**src/rtl/mem_bus_arbiter.sv**
```systemverilog
// Two-master round-robin arbiter and phase sequencer for the shared 8-bit multiplexed memory bus.
// Outputs are registers loaded from the next-state decode, so each bus phase lines up with its FSM state.
module mem_bus_arbiter #(
    parameter int unsigned WAIT_CYCLES = 1
) (
    input  logic       clk,
    input  logic       rst,
    input  logic       m0_req,
    input  logic       m0_rw,
    input  logic [7:0] m0_addr,
    input  logic [7:0] m0_wdata,
    output logic       m0_ack,
    output logic [7:0] m0_rdata,
    input  logic       m1_req,
    input  logic       m1_rw,
    input  logic [7:0] m1_addr,
    input  logic [7:0] m1_wdata,
    output logic       m1_ack,
    output logic [7:0] m1_rdata,
    output logic       bus_ale,
    output logic       bus_en,
    output logic       bus_rw,
    output logic [7:0] bus_ad_out,
    output logic       bus_ad_oe,
    input  logic [7:0] bus_ad_in,
    output logic       busy,
    output logic       owner
);
    typedef enum logic [1:0] {
        ST_IDLE = 2'd0,
        ST_ADDR = 2'd1,
        ST_DATA = 2'd2,
        ST_DONE = 2'd3
    } state_t;

    localparam logic [2:0] LAST_CNT = 3'(WAIT_CYCLES);

    state_t     state_r, state_s;
    logic [2:0] cnt_r, cnt_s;
    logic       last_r, last_s;
    logic       owner_r, owner_s;
    logic       grant_s;
    logic       rw_r, rw_s;
    logic [7:0] addr_r, addr_s;
    logic [7:0] wdata_r, wdata_s;
    logic [7:0] rdata0_r, rdata0_s;
    logic [7:0] rdata1_r, rdata1_s;
    logic       ack0_r, ack0_s;
    logic       ack1_r, ack1_s;
    logic       ale_r, ale_s;
    logic       en_r, en_s;
    logic       bus_rw_r, bus_rw_s;
    logic [7:0] ad_out_r, ad_out_s;
    logic       oe_r, oe_s;
    logic       busy_r, busy_s;

    // Next-state, grant selection and next-cycle bus/ack values
    always_comb begin
        state_s  = state_r;
        cnt_s    = cnt_r;
        last_s   = last_r;
        owner_s  = owner_r;
        grant_s  = 1'b0;
        rw_s     = rw_r;
        addr_s   = addr_r;
        wdata_s  = wdata_r;
        rdata0_s = rdata0_r;
        rdata1_s = rdata1_r;
        ack0_s   = 1'b0;
        ack1_s   = 1'b0;
        ale_s    = 1'b0;
        en_s     = 1'b0;
        bus_rw_s = 1'b1;
        ad_out_s = 8'h00;
        oe_s     = 1'b0;
        busy_s   = 1'b0;
        case (state_r)
            ST_IDLE: begin
                // last only moves on contention; a lone requester wins outright
                if (m0_req && m1_req) begin
                    grant_s = ~last_r;
                    last_s  = ~last_r;
                end else if (m1_req) begin
                    grant_s = 1'b1;
                end else begin
                    grant_s = 1'b0;
                end
                if (m0_req || m1_req) begin
                    state_s  = ST_ADDR;
                    owner_s  = grant_s;
                    rw_s     = grant_s ? m1_rw    : m0_rw;
                    addr_s   = grant_s ? m1_addr  : m0_addr;
                    wdata_s  = grant_s ? m1_wdata : m0_wdata;
                    ale_s    = 1'b1;
                    bus_rw_s = rw_s;
                    ad_out_s = addr_s;
                    oe_s     = 1'b1;
                    busy_s   = 1'b1;
                end else begin
                    state_s = ST_IDLE;
                end
            end
            ST_ADDR: begin
                state_s  = ST_DATA;
                cnt_s    = 3'd0;
                en_s     = 1'b1;
                bus_rw_s = rw_r;
                oe_s     = ~rw_r;
                ad_out_s = rw_r ? 8'h00 : wdata_r;
                busy_s   = 1'b1;
            end
            ST_DATA: begin
                busy_s = 1'b1;
                if (cnt_r == LAST_CNT) begin
                    state_s = ST_DONE;
                    if (rw_r && owner_r) begin
                        rdata1_s = bus_ad_in;
                    end else if (rw_r) begin
                        rdata0_s = bus_ad_in;
                    end else begin
                        rdata0_s = rdata0_r;
                    end
                    ack0_s = ~owner_r;
                    ack1_s = owner_r;
                end else begin
                    cnt_s    = cnt_r + 3'd1;
                    en_s     = 1'b1;
                    bus_rw_s = rw_r;
                    oe_s     = ~rw_r;
                    ad_out_s = rw_r ? 8'h00 : wdata_r;
                end
            end
            ST_DONE: begin
                state_s = ST_IDLE;
            end
            default: begin
                state_s = ST_IDLE;
            end
        endcase
    end

    // State, latched transaction fields and registered outputs
    always_ff @(posedge clk) begin
        if (!rst) begin
            state_r  <= ST_IDLE;
            cnt_r    <= 3'd0;
            last_r   <= 1'b1;
            owner_r  <= 1'b0;
            rw_r     <= 1'b1;
            addr_r   <= 8'h00;
            wdata_r  <= 8'h00;
            rdata0_r <= 8'h00;
            rdata1_r <= 8'h00;
            ack0_r   <= 1'b0;
            ack1_r   <= 1'b0;
            ale_r    <= 1'b0;
            en_r     <= 1'b0;
            bus_rw_r <= 1'b1;
            ad_out_r <= 8'h00;
            oe_r     <= 1'b0;
            busy_r   <= 1'b0;
        end else begin
            state_r  <= state_s;
            cnt_r    <= cnt_s;
            last_r   <= last_s;
            owner_r  <= owner_s;
            rw_r     <= rw_s;
            addr_r   <= addr_s;
            wdata_r  <= wdata_s;
            rdata0_r <= rdata0_s;
            rdata1_r <= rdata1_s;
            ack0_r   <= ack0_s;
            ack1_r   <= ack1_s;
            ale_r    <= ale_s;
            en_r     <= en_s;
            bus_rw_r <= bus_rw_s;
            ad_out_r <= ad_out_s;
            oe_r     <= oe_s;
            busy_r   <= busy_s;
        end
    end

    assign m0_ack     = ack0_r;
    assign m1_ack     = ack1_r;
    assign m0_rdata   = rdata0_r;
    assign m1_rdata   = rdata1_r;
    assign bus_ale    = ale_r;
    assign bus_en     = en_r;
    assign bus_rw     = bus_rw_r;
    assign bus_ad_out = ad_out_r;
    assign bus_ad_oe  = oe_r;
    assign busy       = busy_r;
    assign owner      = owner_r;
endmodule

```
**config.mk**
```make
export PLATFORM = sky130hd
export DESIGN_NAME = mem_bus_arbiter
export DESIGN_NICKNAME = d
export VERILOG_FILES = /design/src/rtl/mem_bus_arbiter.sv
export SDC_FILE = /design/constraint.sdc
export NUM_CORES = 1
export LEC_CHECK = 0
export CORE_ASPECT_RATIO = 0.75
export CORE_MARGIN = 2
export CORE_UTILIZATION = 43
export CTS_CLUSTER_DIAMETER = 120
export DETAILED_ROUTE_END_ITERATION = 16
export PLACE_DENSITY = 0.85
export REMOVE_ABC_BUFFERS = 1
export SETUP_SLACK_MARGIN = 0.2
export SLEW_MARGIN = 10
export SYNTH_ARGS = -nofsm -noshare
export SYNTH_HDL_FRONTEND = slang
export SYNTH_SLANG_ARGS = --single-unit
```
**constraint.sdc**
```tcl
create_clock -name clk -period 2.2 [get_ports clk]
set_clock_uncertainty 0.2 [all_clocks]
set_input_delay 0.44 -clock clk [delete_from_list [all_inputs] [get_ports clk]]
set_output_delay 0.44 -clock clk [all_outputs]
set_load 0.02 [all_outputs]
```
### Word-level counts from Yosys, hierarchy flattened

Index checks and enable logic that the tools add are counted.

* input bits: 46
* register bits: 47
* output and inout bits: 32
* logic and storage cells: 64

* mux-type cells: 24
* equality and inequality tests: 6
* $add $sub $neg: 1
* reduce and logical (&&, ||, !) cells: 13
* bitwise gates (word level): 4

Operators by type and width (count)
* $mux 8: 5
* $pmux 8 s3: 1
* $mux 1: 10
* $pmux 2 s4: 1
* $reduce_and 2->1: 4
* $pmux 1 s3: 2
* $pmux 3 s2: 1
* $reduce_and 3->1: 2
* $eq 2x2->1 const B: 2
* $ne 2x2->1 const B: 2
* $not 1->1: 4
* $pmux 1 s2: 2
* $reduce_and 4->1: 1
* $add 3x1->3 const B: 1
* $eq 3x1->1 const B: 1
* $mux 3: 1
* $eq 2x1->1 const B: 1
* $logic_and 1x1->1: 2
* $logic_not 2->1: 1
* $mux 2: 1
* $reduce_bool 2->1: 1
* $reduce_or 2->1: 1
* $logic_or 1x1->1: 1

### Longest topological paths before layout

* word-level depth: 6
* mapped depth: 6

### Least setup slack after synthesis

Ideal clock, no wire load.

* path type: flip-flop to flip-flop
* start: register state_r[0]
* end: register rdata1_r[0], in the netlist m1_rdata[0]
* arrival: 1405 ps
* library setup time: 119 ps
* buffers on the path: 1
* path slack: 476 ps
* period minus slack after synthesis: 1724 ps
* stages on the path, launching flop included: 7
* cells stage by stage: dfxtp_1 inv_1 ha_1 nand3_2 or3b_1 buf_6 mux2i_1

* cells in the longest elaborated chain, start to end: 2

RTL lines
* from (decl): RTL line 38 `state_t state_r, state_s;`
* from (signal assigned): RTL line 163 `state_r <= state_s;`
* $eq 2x2->1: RTL line 77 `case (state_r)`
* $reduce_and 3->1 (no line)
* to (signal assigned): RTL line 171 `rdata1_r <= rdata1_s;`
* to (decl): RTL line 47 `logic [7:0] rdata1_r, rdata1_s;`

Every way passes these cells.
A chain may end at the register's enable or synchronous reset.

### Worst setup path after layout

* start: register rdata0_r[1], in the netlist m0_rdata[1]
* end: output port m0_rdata[1]

RTL lines
* from (decl): RTL line 46 `logic [7:0] rdata0_r, rdata0_s;`
* from (signal assigned): RTL line 170 `rdata0_r <= rdata0_s;`
* to (decl): RTL line 13 `output logic [7:0] m0_rdata,`

No word-level cell between the ends.

==> summary.txt <==
Timing
  – Setup TNS: 0 ns
  – Slew HR: 69.2%
  – RSZ-0062 raised after global routing: no
  – Peak Freq: 524 MHz
  – Worst-Margin Slew: 0.460 ns
  – Hold violation count in the final report: 0
  – Tmin final: 1.91 ns
  – Final setup viols: 0
  – Final setup margin: 0.291 ns
  – Final Cycle Share: 86.8%
  – Max-slew violations: 0

Finish
  – Fin cells: 354
  – Layout cells sized above 1: 8.75%
  – Filler instances: 378
  – Antenna cells: 0
  – Nets: 349
  – Layout area overhead: 49.0%

Clock tree
  – Htree depth: 2
  – Worst skew pair latency: 0.29 ns
  – Root buf cell: clkbuf_8
  – CTS tree: done
  – CTS buffer count: 5
  – Clock sink total: 47
  – Maximum clock path buffer count: 2
  – Register clock-pin slew on the reported worst setup and hold paths: 0.08 ns

Synth
  – Simple-gate share of the synthesized area: 15.4%
  – Post-synthesis compound-gate area fraction: 21.6%
  – Synthesized area: 2030 um^2
  – EDFF count, synth: 0
  – Area contributors post-synth: dfxtp_1 (46%), a32o_1 (7.9%), mux2i_1 (7.9%), nand2_1 (7.0%), a21oi_1 (4.9%)
  – Top cell type's share of synthesized area: 46.4%
  – Synthesized netlist cell count: 215
  – Multiplexer area fraction after synthesis: 7.91%
  – Combinational family with the most area after synthesis: compound AO/OA/AOI/OAI gates
  – Synth Area in Adders: 4.32%
  – Avg Cell Area, Syn: 9.42 um^2
  – Asr flop ratio synth: 0%
  – Synth warn: 0
  – Sequential element share of the synthesized area: 46.4%
  – Yosys reg bits: 47
  – Post-Synth XOR/XNOR Area: 0.432%
  – Dominant cell type by area after synthesis: dfxtp_1
  – Ys flop type: dfxtp_1
  – Netlist cell types: 40

Pwr
  – P_int: 0.00173 W
  – Clk pwr share: 21.9%
  – Cell Pwr Density: 853 nW/um^2
  – Lkg Pwr: 1.18 nW
  – Switching part of the total: 33.0%
  – Switching pwr: 0.000850 W
  – Sequential power share: 42.5%
  – Worst ir drop on vdd: 0.434 mV
  – Logic pwr share: 35.6%

Critical path
  – Crit Path Class: reg2out
  – Crit path cell chain: clkdlybuf4s50_1
  – Reg2reg start: state_r[0]
  – Crit Path Max Fanout: 2
  – WP data required: 1.56 ns
  – Critical Path Slowest Stage Cell: clkdlybuf4s50_1
  – CP bufs+invs: 1
  – Largest delay contributor family on the critical path: buffers and inverters
  – CP Launch Point: m0_rdata[1]
  – Crit-path max cell delay: 0.62 ns
  – Critical Path Start Type: flip-flop
  – WP data arrival: 1.27 ns
  – Critical path capture point type: output port

Die
  – Core ar.: 4490 um^2
  – Rows: 21
  – Die area: 5280 um^2
  – Top Ports: 78
  – Chip Width: 83.3 um
  – Initial core utilization: 45.1%
  – Die Y: 63.4 um

Drt
  – Post-route ant nets: 0
  – Final WL: 5340 um
  – DR pass1 iterations: 5
  – Met1 Wirelength: 2440 um
  – 1st-iter DRT viols: 127
  – DR WL met2: 2420 um
  – DR vias: 1,884
  – Vias per inst: 5.32
  – Highest metal used: met4
  – WL/cell: 15.1 um
  – Residual DRC count: 0
  – DR WL met3: 414 um

Min path
  – HP Class: reg2reg
  – Hold path startpoint: m1_rdata[6]

Global route
  – Largest net degree at the start of global routing: 19
  – Vias in the first global route: 1,765
  – First-pass GRT wire length: 8530 um
  – Tot GR Track Use: 20.5%
  – Initial antenna violation count: 0
  – GRT overflow: 0

Placed design
  – Pre-CTS setup slack: 0.0462 ns
  – Final HPWL DP: 3940 um
  – GP Congestion: 0.814
  – # placed instances: 346
  – I/O Buffers: 77

Run status
  – Outcome: complete, no violations

Flow run
  – Number of max-cap violations: 0
==> cell usage after synthesis, types with 2 or more instances <==
cell	number
or4_1	3
buf_1	3
dfxtp_1	47
a32o_1	16
inv_1	5
nor2b_1	4
o21a_1	2
nor2_1	7
clkbuf_1	5
mux2i_1	16
o21ai_0	14
buf_2	3
a21oi_1	20
nand2_1	38
ha_1	7
==> state kept, by name, summed over array words and instances (netlist names) <==
signal / count
bus_rw: 1
rw_r: 1
owner: 1
busy: 1
cnt_r: 3
last_r: 1
m1_ack: 1
bus_ad_oe: 1
state_r: 2
m0_ack: 1
bus_ale: 1
m0_rdata: 8
wdata_r: 8
bus_ad_out: 8
m1_rdata: 8
bus_en: 1
==> final timing paths <==
| kind | depth (start not counted) | endpoint | slack [ns] |
|---|---|---|---|
| max reg2reg | 5 | m1_rdata[7] | 0.31 |
| max | 1 | m0_rdata[1] | 0.29 |
| min | 2 | m1_rdata[6] | 0.26 |
| min reg2reg | 2 | m1_rdata[6] | 0.26 |
==> through the flow <==
stage	cell area [um^2]	hold slack, ns	total power [W]	util, %
finish	3020	0.261	0.00258	67.2
global route	3020	0.286	0.00274	67.2
CTS	3000	0.264	0.00257	66.9
detailed placement	2890	0.253	0.00199	64.4
global placement	2890	0.244	0.00197	64.4
floorplan	1970	0.263	0.00158	-
==> cells by family after synthesis <==
group / Yosys count
flip-flops: 47
adder cells (fa/ha/maj): 7
AO/OA/AOI/OAI: 62
XOR/XNOR: 1
AND/OR/NAND/NOR: 64
buffers and inverters: 18
multiplexers: 16
==> cells in the final DEF (no fill, tap or decap), drive strengths merged <==
| cell | Yosys | final |
|---|---|---|
| and2 | 1 | 1 |
| xor2 | 1 | 1 |
| ha | 7 | 7 |
| o21ai | 14 | 14 |
| a32o | 16 | 16 |
| nor4bb | 1 | 1 |
| dfxtp | 47 | 47 |
| a21boi | 2 | 2 |
| inv | 6 | 6 |
| nor2b | 4 | 4 |
| and3b | 1 | 1 |
| a211o | 1 | 1 |
| a31oi | 1 | 1 |
| nand3 | 2 | 2 |
| o21a | 2 | 2 |
| clkbuf | 5 | 7 |
| buf | 7 | 9 |
| clkinvlp | 0 | 1 |
| and3 | 1 | 1 |
| dlygate4sd2 | 0 | 1 |
| a21oi | 20 | 20 |
| o41ai | 1 | 1 |
| nand2b | 1 | 1 |
| nor2 | 7 | 7 |
| a2bb2oi | 1 | 1 |
| or3b | 1 | 1 |
| nand2 | 38 | 38 |
| nor3 | 2 | 2 |
| or4 | 3 | 3 |
| a21bo | 1 | 1 |
| or3 | 1 | 1 |
| clkdlybuf4s50 | 0 | 76 |
| o211a | 1 | 1 |
| mux2i | 16 | 16 |
| a211oi | 1 | 1 |
| a22oi | 1 | 1 |
| nor3b | 1 | 1 |
==> layout make-up <==
cell class | instances | area (um^2) | area share, %
multi-input cells | 150 | 1030 | 34.1
flip-flops and latches | 47 | 941 | 31.2
repair buffers | 86 | 850 | 28.1
clock buffers | 7 | 96.3 | 3.19
well taps | 57 | 71.3 | 2.36
inverters | 6 | 22.5 | 0.746
clock inverters | 1 | 7.51 | 0.249
==> what timing repair did <==
| action | in CTS | in global routing |
|---|---|---|
| gates resized for setup | 3 | 2 |
| setup buffers | 0 | 0 |
| hold buffers | 0 | 0 |
| pin swaps | 0 | 1 |
| endpoints found under the setup margin | 11 | 7 |
==> power by group through the flow <==
| stage | combinational [W] | clock [W] | sequential, W |
|---|---|---|---|
| after floorplan | 0.000390 | 0 | 0.00119 |
| after global placement | 0.000862 | 0 | 0.00111 |
| after detailed placement | 0.000883 | 0 | 0.00111 |
| after CTS | 0.000895 | 0.000577 | 0.00109 |
| after global routing | 0.00100 | 0.000620 | 0.00111 |
| final | 0.000916 | 0.000565 | 0.00109 |
==> per-layer routing <==
metal	vias to the layer above	GRT usage, %
met2	82	31.5
li1	932	-
met3	7	5.50
met1	863	28.2
met5	-	0
met4	0	6.35
(Power assumes the default switching activity.)
